**src/rtl/adder_pkg.sv**
```systemverilog
// Shared types and default sizing for the serial adder slice.
package adder_pkg;

    localparam int unsigned DEFAULT_WIDTH = 8;
    localparam int unsigned DEFAULT_CHUNK = 1;

    typedef enum logic [1:0] {
        IDLE = 2'd0,
        BUSY = 2'd1,
        DONE = 2'd2
    } state_e;

endpackage

```
**src/rtl/chunk_adder.sv**
```systemverilog
// Combinational CHUNK-bit ripple adder; also exposes the carry entering its MSB
// so the caller can derive two's-complement overflow on the final slice.
module chunk_adder #(
    parameter int unsigned CHUNK = 1
) (
    input  logic [CHUNK-1:0] a,
    input  logic [CHUNK-1:0] b,
    input  logic             carry_in,
    output logic [CHUNK-1:0] sum,
    output logic             carry_out,
    output logic             carry_msb
);

    logic [CHUNK:0] carry;

    always_comb begin
        carry    = '0;
        sum      = '0;
        carry[0] = carry_in;
        for (int i = 0; i < int'(CHUNK); i++) begin
            sum[i]       = a[i] ^ b[i] ^ carry[i];
            carry[i + 1] = (a[i] & b[i]) | (a[i] & carry[i]) | (b[i] & carry[i]);
        end
    end

    assign carry_out = carry[CHUNK];
    assign carry_msb = carry[CHUNK-1];

endmodule

```
**src/rtl/serial_adder.sv**
```systemverilog
// Multi-cycle adder processing CHUNK bits per cycle, LSB slice first.
// Optional SERIAL_ADDER_SUBTRACT_EN adds an i_subtract port sampled at accept.
module serial_adder
    import adder_pkg::*;
#(
    parameter int unsigned WIDTH = DEFAULT_WIDTH,
    parameter int unsigned CHUNK = DEFAULT_CHUNK
) (
    input  logic             i_clock,
    input  logic             i_reset,
    input  logic             i_valid,
    output logic             o_ready,
    input  logic [WIDTH-1:0] i_augend,
    input  logic [WIDTH-1:0] i_addend,
    input  logic             i_carry,
`ifdef SERIAL_ADDER_SUBTRACT_EN
    input  logic             i_subtract,
`endif
    output logic             o_valid,
    input  logic             i_ready,
    output logic [WIDTH-1:0] o_sum,
    output logic             o_carry,
    output logic             o_overflow
);

    localparam int unsigned STEPS = (CHUNK == 0) ? 1 : WIDTH / CHUNK;
    localparam int unsigned CNT_W = (STEPS > 1) ? $clog2(STEPS) : 1;

    if (WIDTH < 1 || CHUNK < 1 || (WIDTH % CHUNK) != 0) begin : g_bad_cfg
        $error("serial_adder: WIDTH must be a non-zero multiple of CHUNK");
    end

    state_e             state_q;
    logic [WIDTH-1:0]   aug_q;
    logic [WIDTH-1:0]   add_q;
    logic [WIDTH-1:0]   sum_q;
    logic               carry_q;
    logic [CNT_W-1:0]   cnt_q;

    logic               sub;
    logic [WIDTH-1:0]   addend_eff;
    logic               carry_in_eff;
    logic [CHUNK-1:0]   slice_sum;
    logic               slice_cout;
    logic               slice_cmsb;

`ifdef SERIAL_ADDER_SUBTRACT_EN
    assign sub = i_subtract;
`else
    assign sub = 1'b0;
`endif

    // Subtraction is a + ~b + ~borrow, folded in once at accept time.
    assign addend_eff   = i_addend ^ {WIDTH{sub}};
    assign carry_in_eff = i_carry ^ sub;

    // Operands shift right each step, so the active slice is always at bit 0.
    chunk_adder #(
        .CHUNK (CHUNK)
    ) u_chunk_adder (
        .a         (aug_q[CHUNK-1:0]),
        .b         (add_q[CHUNK-1:0]),
        .carry_in  (carry_q),
        .sum       (slice_sum),
        .carry_out (slice_cout),
        .carry_msb (slice_cmsb)
    );

    always_ff @(posedge i_clock) begin
        if (i_reset) begin
            state_q    <= IDLE;
            o_ready    <= 1'b1;
            o_valid    <= 1'b0;
            aug_q      <= '0;
            add_q      <= '0;
            sum_q      <= '0;
            carry_q    <= 1'b0;
            cnt_q      <= '0;
            o_carry    <= 1'b0;
            o_overflow <= 1'b0;
        end else begin
            unique case (state_q)
                IDLE: begin
                    if (i_valid && o_ready) begin
                        aug_q   <= i_augend;
                        add_q   <= addend_eff;
                        carry_q <= carry_in_eff;
                        cnt_q   <= '0;
                        o_ready <= 1'b0;
                        state_q <= BUSY;
                    end
                end
                BUSY: begin
                    aug_q   <= aug_q >> CHUNK;
                    add_q   <= add_q >> CHUNK;
                    sum_q   <= WIDTH'({slice_sum, sum_q} >> CHUNK);
                    carry_q <= slice_cout;
                    if (cnt_q == CNT_W'(STEPS - 1)) begin
                        o_carry    <= slice_cout;
                        o_overflow <= slice_cmsb ^ slice_cout;
                        o_valid    <= 1'b1;
                        state_q    <= DONE;
                    end else begin
                        cnt_q <= cnt_q + CNT_W'(1);
                    end
                end
                DONE: begin
                    if (i_ready) begin
                        o_valid <= 1'b0;
                        o_ready <= 1'b1;
                        state_q <= IDLE;
                    end
                end
                default: begin
                    o_valid <= 1'b0;
                    o_ready <= 1'b1;
                    state_q <= IDLE;
                end
            endcase
        end
    end

    assign o_sum = sum_q;

endmodule
```
**config.mk**
```make
export PLATFORM = sky130hd
export DESIGN_NAME = serial_adder
export DESIGN_NICKNAME = d
export VERILOG_FILES = /design/src/rtl/adder_pkg.sv /design/src/rtl/chunk_adder.sv /design/src/rtl/serial_adder.sv
export SDC_FILE = /design/constraint.sdc
export NUM_CORES = 1
export LEC_CHECK = 0
export ABC_AREA = 1
export CORE_UTILIZATION = 30
export CTS_CLUSTER_SIZE = 24
export DETAILED_ROUTE_END_ITERATION = 8
export GPL_TIMING_DRIVEN = 0
export SETUP_SLACK_MARGIN = 0.02
export SLEW_MARGIN = 20
export SYNTH_ARGS = -nofsm -noshare
export SYNTH_HDL_FRONTEND = slang
export SYNTH_SLANG_ARGS = --single-unit
```
**constraint.sdc**
```tcl
create_clock -name i_clock -period 2.9 [get_ports i_clock]
set_input_delay 0.58 -clock i_clock [delete_from_list [all_inputs] [get_ports i_clock]]
set_output_delay 0.58 -clock i_clock [all_outputs]
set_load 0.01 [all_outputs]
```
==> results of run 1 <==
per-stage QoR:
step                      cell area, um2  utilization  instances
after global placement              2050        0.394        329
after CTS                           2140        0.411        337
after global routing                2140        0.411        337
after detailed placement            2050        0.394        329
final                               2140        0.411        337
after floorplan                     1650            -        228
cells in the final DEF, fill, tap and decap left out, types with 2 or more instances in the layout:
cell type	count
inv_1	16
a21oi_1	7
buf_4	2
buf_2	2
buf_6	6
dfxtp_1	34
o21ai_1	10
o21ai_0	11
nand3b_1	3
nor2_2	6
ha_1	2
nand2_1	52
clkbuf_8	6
clkdlybuf4s50_1	31
nor2_1	44
clkbuf_1	2
nand2_4	2
nand3_1	18
power by group:
| part | leakage (nW) | switching, W | internal [W] |
|---|---|---|---|
| combinational | 0.603 | 0.000147 | 0.000129 |
| clock | 0.0482 | 0.000168 | 0.000191 |
| sequential | 0.280 | 0.0000228 | 0.000510 |
layer usage:
metal / up-vias / global-route usage / share of wire
li1: 790 / - / -
met1: 633 / 0.169 / 0.50
met2: 36 / 0.218 / 0.44
met3: 5 / 0.0299 / 0.046
met4: 0 / 0.0577 / 0.013
met5: - / 0 / 0
state kept, by name (all words and copies together) (netlist names):
name / cells
o_valid: 1
state_q: 2
o_carry: 1
o_sum: 8
o_overflow: 1
o_ready: 1
carry_q: 1
aug_q: 8
cnt_q: 3
add_q: 8
final timing paths:
path         startpoint    endpoint  slack (ps)  cells after the start
min reg2reg     o_valid     o_valid         470                      2
min             o_valid     o_valid         470                      2
max reg2reg     carry_q  o_overflow        1580                      4
max            o_sum[5]    o_sum[5]        1130                      1
area by class of cell:
type	instances	area, um2
fill	569	3060
multi-input combinational	163	792
sequential	34	681
timing repair buffer	31	310
buffer	11	96.3
tap	70	87.6
clock buffer	7	86.3
inverter	20	82.6
clock inverter	1	5.00
cell families after synthesis:
| logic type | share of synthesized area |
|---|---|
| AO/OA/AOI/OAI | 0.0955 |
| XOR/XNOR | 0.00530 |
| adder cells (fa/ha/maj) | 0.0273 |
| buffers and inverters | 0.108 |
| flip-flops | 0.412 |
| AND/OR/NAND/NOR | 0.352 |
==> results_dict.tcl, run 1 <==
set metrics [dict create \
    syn_area_per_cell_um2 7.24 \
    ant_nets 0 \
    ios 33 \
    wl_um 3690 \
    cts_tree "yes" \
    hpwl_um 2630 \
    syn_inst 228 \
    fmax_mhz 566 \
    layout.nets 290 \
    worst_pin_slew_ps 443 \
    cts_sinks 34 \
    skew_ps 4.38 \
    antenna-diode-count 0 \
    cp_slowest_cell "clkdlybuf4s50_1" \
    grt_max_degree 11 \
    core_mm2 0.00520 \
    crit_chain "clkdlybuf4s50_1" \
    grt_antenna_before_repair 0 \
    slew_violations 0 \
    routedWlPerCell_um 10.9 \
    synth_top_area_cell "dfxtp_1" \
    place_congestion 0.790 \
    insertion_delay_ps 280 \
    drc_errors 0 \
    postCtsHoldBufs 0 \
    crit_path_max_fanout 3 \
    grt_pass1_wl_um 6210 \
    dp_slack_ps 1000 \
    rsz0062_at_grt "false" \
    async_flop_share 0 \
    synth.most_common_cell "nand2_1" \
    crit_buf_inv 1 \
    critPathCaptureType "primary output" \
    fin_total_pwr_w 0.00117 \
    clockBufferDepth 2 \
    hold_path.class "reg2reg" \
    status "complete, no violations" \
    ir_drop_uv 346 \
    ys_warn_count 0 \
    routed_via_density 4.34 \
    ys_seq_area_frac 0.412 \
    syn_area_mm2 0.00165 \
    drive_gt1_frac 0.124 \
    io_buffers 31 \
    setup_violations 0 \
    slew_headroom 0.705 \
    critical_path_class "reg2out" \
    ys_types 28 \
    slowest_delay_ps 550 \
    dr.first_iter.drc_count 56 \
    hold_viol 0 \
    synth_common_cells "52 x nand2_1, 44 x nor2_1, 34 x dfxtp_1" \
    synth_top_area_frac 0.412 \
    p_leak_nw 0.931 \
    tns_ps 0 \
    synth-seq-cells 34 \
    rows 26 \
    die_x_um 76.2 \
    cts-root-buf "clkbuf_8" \
    grt-ovfl-total 0 \
    fin_hold_ws_ps 466 \
    dieArea_mm2 0.00581 \
    area_growth_pct 29.6 \
    path_clk_slew_ps 70 \
    synth_flop_cell "dfxtp_1" \
    maxCapViolCount 0 \
    synthTopCellsByArea "dfxtp_1 41%, nand2_1 12%, nor2_1 10%, nand3_1 5.5%, buf_6 4.1%" \
    cts_max_level 2 \
    arrival_ps 1190 \
    post-route-period-util 0.609 \
    syn_nets 252 \
    cts_resized 0 \
    crit_family "buffers and inverters" \
    start_util 0.317 \
    firstDrtPassIters 4 \
    synth_edf_count 0 \
    die_h_um 76.2 \
    grt_use_total 0.134 \
    vias 1464 \
    powerDensity_mw_per_mm2 546 \
    min_period_ps 1770 \
    cts_inserted_buffers 5 \
    cp-start-kind "register" \
    setup_ws_ps 1130 \
    grt_pass1_vias 1393 \
    cp.required_ps 2320 \
    cts_setup_buffers 0 \
]
(Power assumes the default switching activity.)
==> run 2, diff against run 1 <==
Clock period 2.9 ns to 1.54 ns, I/O delays scaled along.
==> run 2 against run 1 <==
Via count grew 0.41%. Non-clock buffer count is the same. First-iteration DRC count grew 5.4%. Clock-buffer cell count is the same. Cell count is the same. Global-route usage is the same. Largest power group unchanged. Critical endpoint is now o_sum[6].
==> results_dict.tcl, run 2 (synthesized netlist as in run 1, its figures left out) <==
set metrics [dict create \
    dr.first_iter.drc_count 59 \
    p_seq_frac 0.457 \
    grt_pass1_wl_um 6210 \
    critical_path_class "reg2out" \
    crit_buf_inv 1 \
    slew_headroom 0.699 \
    dieArea_mm2 0.00581 \
    reg2reg_to "o_overflow" \
    routed_via_density 4.36 \
    ir_drop_uv 647 \
    cts_tree "yes" \
    p_sw_w 0.000635 \
    clockBufferDepth 2 \
    vias 1470 \
    cts_setup_buffers 0 \
    grt_use_total 0.134 \
    powerDensity_mw_per_mm2 1020 \
    antenna-diode-count 0 \
    grt_antenna_before_repair 0 \
    crit_chain "clkdlybuf4s50_1" \
    cp_slowest_cell "clkdlybuf4s50_1" \
    slew_violations 0 \
    min_period_ps 1480 \
    rows 26 \
    setup_violations 0 \
    wl_um 3720 \
    cp-start-kind "register" \
    cts_resized 0 \
    cts-root-buf "clkbuf_8" \
    rsz0062_at_grt "false" \
    hold_path.class "in2reg" \
    post-route-period-util 0.958 \
    p_leak_nw 0.999 \
    cts_inserted_buffers 5 \
    core_mm2 0.00520 \
    grt_max_degree 11 \
    crit_cells 1 \
    worst_pin_slew_ps 452 \
    ant_nets 0 \
    status "complete, no violations" \
    path_clk_slew_ps 70 \
    setup_ws_ps 64.9 \
    die_x_um 76.2 \
    dp_slack_ps -85.8 \
    grt-ovfl-total 0 \
    swShare 0.289 \
    skew_ps 5.41 \
    hold_viol 0 \
    r2r_start "carry_q" \
    ios 33 \
    routedWlPerCell_um 11.0 \
    area_growth_pct 30.4 \
    slowest_delay_ps 540 \
    drc_errors 0 \
    fin_total_pwr_w 0.00220 \
    io_buffers 31 \
    crit_path_start "o_sum[6]" \
    maxCapViolCount 0 \
    firstDrtPassIters 4 \
    clkPwrFrac 0.307 \
    critPathCapture "o_sum[6]" \
    start_util 0.317 \
    layout.nets 290 \
    grt_pass1_vias 1393 \
    insertion_delay_ps 280 \
    layout_commonest_cell "nand2_1" \
    die_h_um 76.2 \
    cts_max_level 2 \
    critPathCaptureType "primary output" \
    drive_gt1_frac 0.124 \
    place_congestion 0.790 \
    p_comb_frac 0.236 \
    arrival_ps 1170 \
    layout_common_cells "52 x nand2_1, 44 x nor2_1, 34 x dfxtp_1" \
    r2r_setup_slack_ps 220 \
    crit_family "buffers and inverters" \
    reg2reg_depth 4 \
    fill_cells 569 \
    intPower_w 0.00156 \
    crit_path_max_fanout 3 \
    cts_sinks 34 \
    hpwl_um 2630 \
    postCtsHoldBufs 0 \
    cp.required_ps 1230 \
    fmax_mhz 678 \
]
-- run 2: changes by cell type in the layout (fill, tap and decap cells not counted) --
cell | previous run | this run
dlymetal6s2s_1 | 0 | 5
clkdlybuf4s50_1 | 31 | 26
-- run 2: layout make-up --
| type | count | area [um2] | share of cell area |
|---|---|---|---|
| Buffer | 11 | 96.3 | 0.0447 |
| Tap cell | 70 | 87.6 | 0.0407 |
| Inverter | 20 | 82.6 | 0.0383 |
| Timing Repair Buffer | 31 | 323 | 0.150 |
| Sequential cell | 34 | 681 | 0.316 |
| Clock inverter | 1 | 5.00 | 0.00232 |
| Multi-Input combinational cell | 163 | 792 | 0.368 |
| Clock buffer | 7 | 86.3 | 0.0401 |
-- run 2: worst register-to-register path, cell delays in order, from the launching register on --
cell and delay [ps]:
dfxtp_1 350, fa_1 490, xor2_1 170, nand3_1 110
a21oi_1 130
-- run 2: worst min path at each step --
stage	startpoint	cells after the start	slack, ps	to
finish	i_reset	2	300	o_carry
detailed placement	o_valid	2	460	o_valid
global route	i_reset	2	310	o_carry
CTS	i_reset	2	290	o_carry
global placement	cnt_q[0]	1	450	cnt_q[0]
floorplan	cnt_q[0]	1	430	cnt_q[0]
-- run 2: through the flow --
stage          cell area [um2]  cells  hold WS [ps]   util  TNS [ps]
2_1_floorplan             1650    228           429      -         0
3_3_place_gp              2050    329           451  0.394      -526
3_5_place_dp              2050    329           457  0.394      -520
4_1_cts                   2140    337           294  0.411         0
5_1_grt                   2150    337           310  0.414         0
6_report                  2150    337           303  0.414         0
-- run 2: metal layers --
| layer | part of all wire | up-vias | wire (um) | global-route usage |
|---|---|---|---|---|
| li1 | - | 789 | - | - |
| met1 | 0.50 | 639 | 1870 | 0.169 |
| met2 | 0.45 | 37 | 1660 | 0.218 |
| met3 | 0.038 | 5 | 143 | 0.0299 |
| met4 | 0.013 | 0 | 49 | 0.0577 |
| met5 | 0 | - | 0 | 0 |
-- run 2: power by group through the flow --
stage               logic, W  registers [W]  clock network, W
CTS                 0.000524        0.00100          0.000702
global route        0.000583        0.00101          0.000741
finish              0.000517        0.00100          0.000675
global placement    0.000518        0.00102                 0
detailed placement  0.000520        0.00102                 0
floorplan           0.000341        0.00103                 0
==> run 3, diff against run 2 <==
Settings changed: CORE_MARGIN set to 2, CTS_BUF_LIST set to sky130_fd_sc_hd__clkbuf_2, SKIP_LAST_GASP set to 1.
==> run 3 against run 2 <==
Combinational power down 2%. Sequential power barely moved. Fmax up 9.1%. Critical path depth unchanged. First-iteration DRC count increased by 20%. Critical path type unchanged.
==> results_dict.tcl, run 3 (synthesized netlist as in run 1, its figures left out) <==
set metrics [dict create \
    place_congestion 0.740 \
    firstDrtPassIters 4 \
    hold_viol 0 \
    rsz0062_at_grt "false" \
    layout_common_cells "52 x nand2_1, 44 x nor2_1, 27 x dfxtp_1" \
    core_mm2 0.00541 \
    wl_um 3690 \
    cts_setup_buffers 0 \
    critical_path_class "reg2out" \
    layout_commonest_cell "nand2_1" \
    grt_use_total 0.129 \
    routed_via_density 4.36 \
    post-route-period-util 0.878 \
    crit_buf_inv 1 \
    worst_pin_slew_ps 487 \
    p_leak_nw 0.965 \
    cts_sinks 34 \
    crit_cells 1 \
    ios 33 \
    r2r_setup_slack_ps 210 \
    drc_errors 0 \
    cp-start-kind "register" \
    setup_violations 0 \
    grt-ovfl-total 0 \
    slew_headroom 0.675 \
    dpl.cell_count 331 \
    cts_max_level 2 \
    skew_ps 7.69 \
    ir_drop_uv 442 \
    slew_violations 0 \
    grt_pass1_wl_um 6270 \
    cp_slowest_cell "dfxtp_1" \
    grt_max_degree 11 \
    arrival_ps 1040 \
    status "complete, no violations" \
    fin_cells 339 \
    maxCapViolCount 0 \
    cp.required_ps 1230 \
    die_x_um 78.2 \
    hpwl_um 2590 \
    rows 27 \
    io_buffers 31 \
    insertion_delay_ps 380 \
    start_util 0.306 \
    routedWlPerCell_um 10.9 \
    fin_hold_ws_ps 189 \
    ant_nets 0 \
    fin_util 0.386 \
    grt_antenna_before_repair 0 \
    vias 1477 \
    layout.nets 290 \
    cts_tree "yes" \
    crit_path_max_fanout 3 \
    grt_pass1_vias 1353 \
    dpl_cell_area_mm2 0.00205 \
    clockBufferDepth 2 \
    postLayoutCellArea_mm2 0.00209 \
    crit_family "flip-flops" \
    holdPathStages 2 \
    critPathCaptureType "primary output" \
    cts_inserted_buffers 5 \
    cts-root-buf "clkbuf_2" \
    drive_gt1_frac 0.150 \
    hold_path.class "in2reg" \
    area_growth_pct 26.4 \
    reg2reg_depth 4 \
    min_period_ps 1350 \
    setup_ws_ps 187 \
    crit_chain "dlygate4sd2_1" \
    dieArea_mm2 0.00611 \
    antenna-diode-count 0 \
    die_h_um 78.2 \
    dp_slack_ps -73.2 \
    slowest_delay_ps 380 \
    dr.first_iter.drc_count 71 \
    fmax_mhz 739 \
    path_clk_slew_ps 180 \
    powerDensity_mw_per_mm2 926 \
]
==> run 3: where the power goes <==
group	total, W	switching [W]	internal, W
clock	0.000422	0.000310	0.000112
sequential	0.00101	0.0000420	0.000965
combinational	0.000505	0.000276	0.000229
==> run 3: final cells by class <==
type	instances	area (um2)
Clock buffer	6	30.0
Sequential cell	34	689
Inverter	20	82.6
Tap cell	72	90.1
Buffer	11	96.3
Fill cell	617	3320
Multi-Input combinational cell	163	792
Timing Repair Buffer	31	299
Clock inverter	2	8.76
==> run 3: worst paths after layout <==
kind	startpoint	endpoint
setup / recovery	o_sum[4]	o_sum[4]
hold / removal	i_reset	o_carry
setup reg to reg	carry_q	o_overflow
hold reg to reg	cnt_q[0]	cnt_q[0]
==> run 3: timing repair <==
action                     4_1_cts  5_1_grt
hold buffers                     0        0
gates resized for setup         18        1
setup endpoints to repair       12        1
==> run 3: routing by layer <==
metal	track usage	wire length, um
met1	0.163	1850
met2	0.204	1600
met4	0.0579	69
met3	0.0345	163
met5	0	0
==> run 3: per-stage QoR <==
step / power (W) / setup TNS [ps]
detailed placement: 0.00154 / -599
floorplan: 0.00137 / 0
CTS: 0.00196 / -87.4
finish: 0.00193 / 0
global placement: 0.00154 / -537
global route: 0.00207 / 0
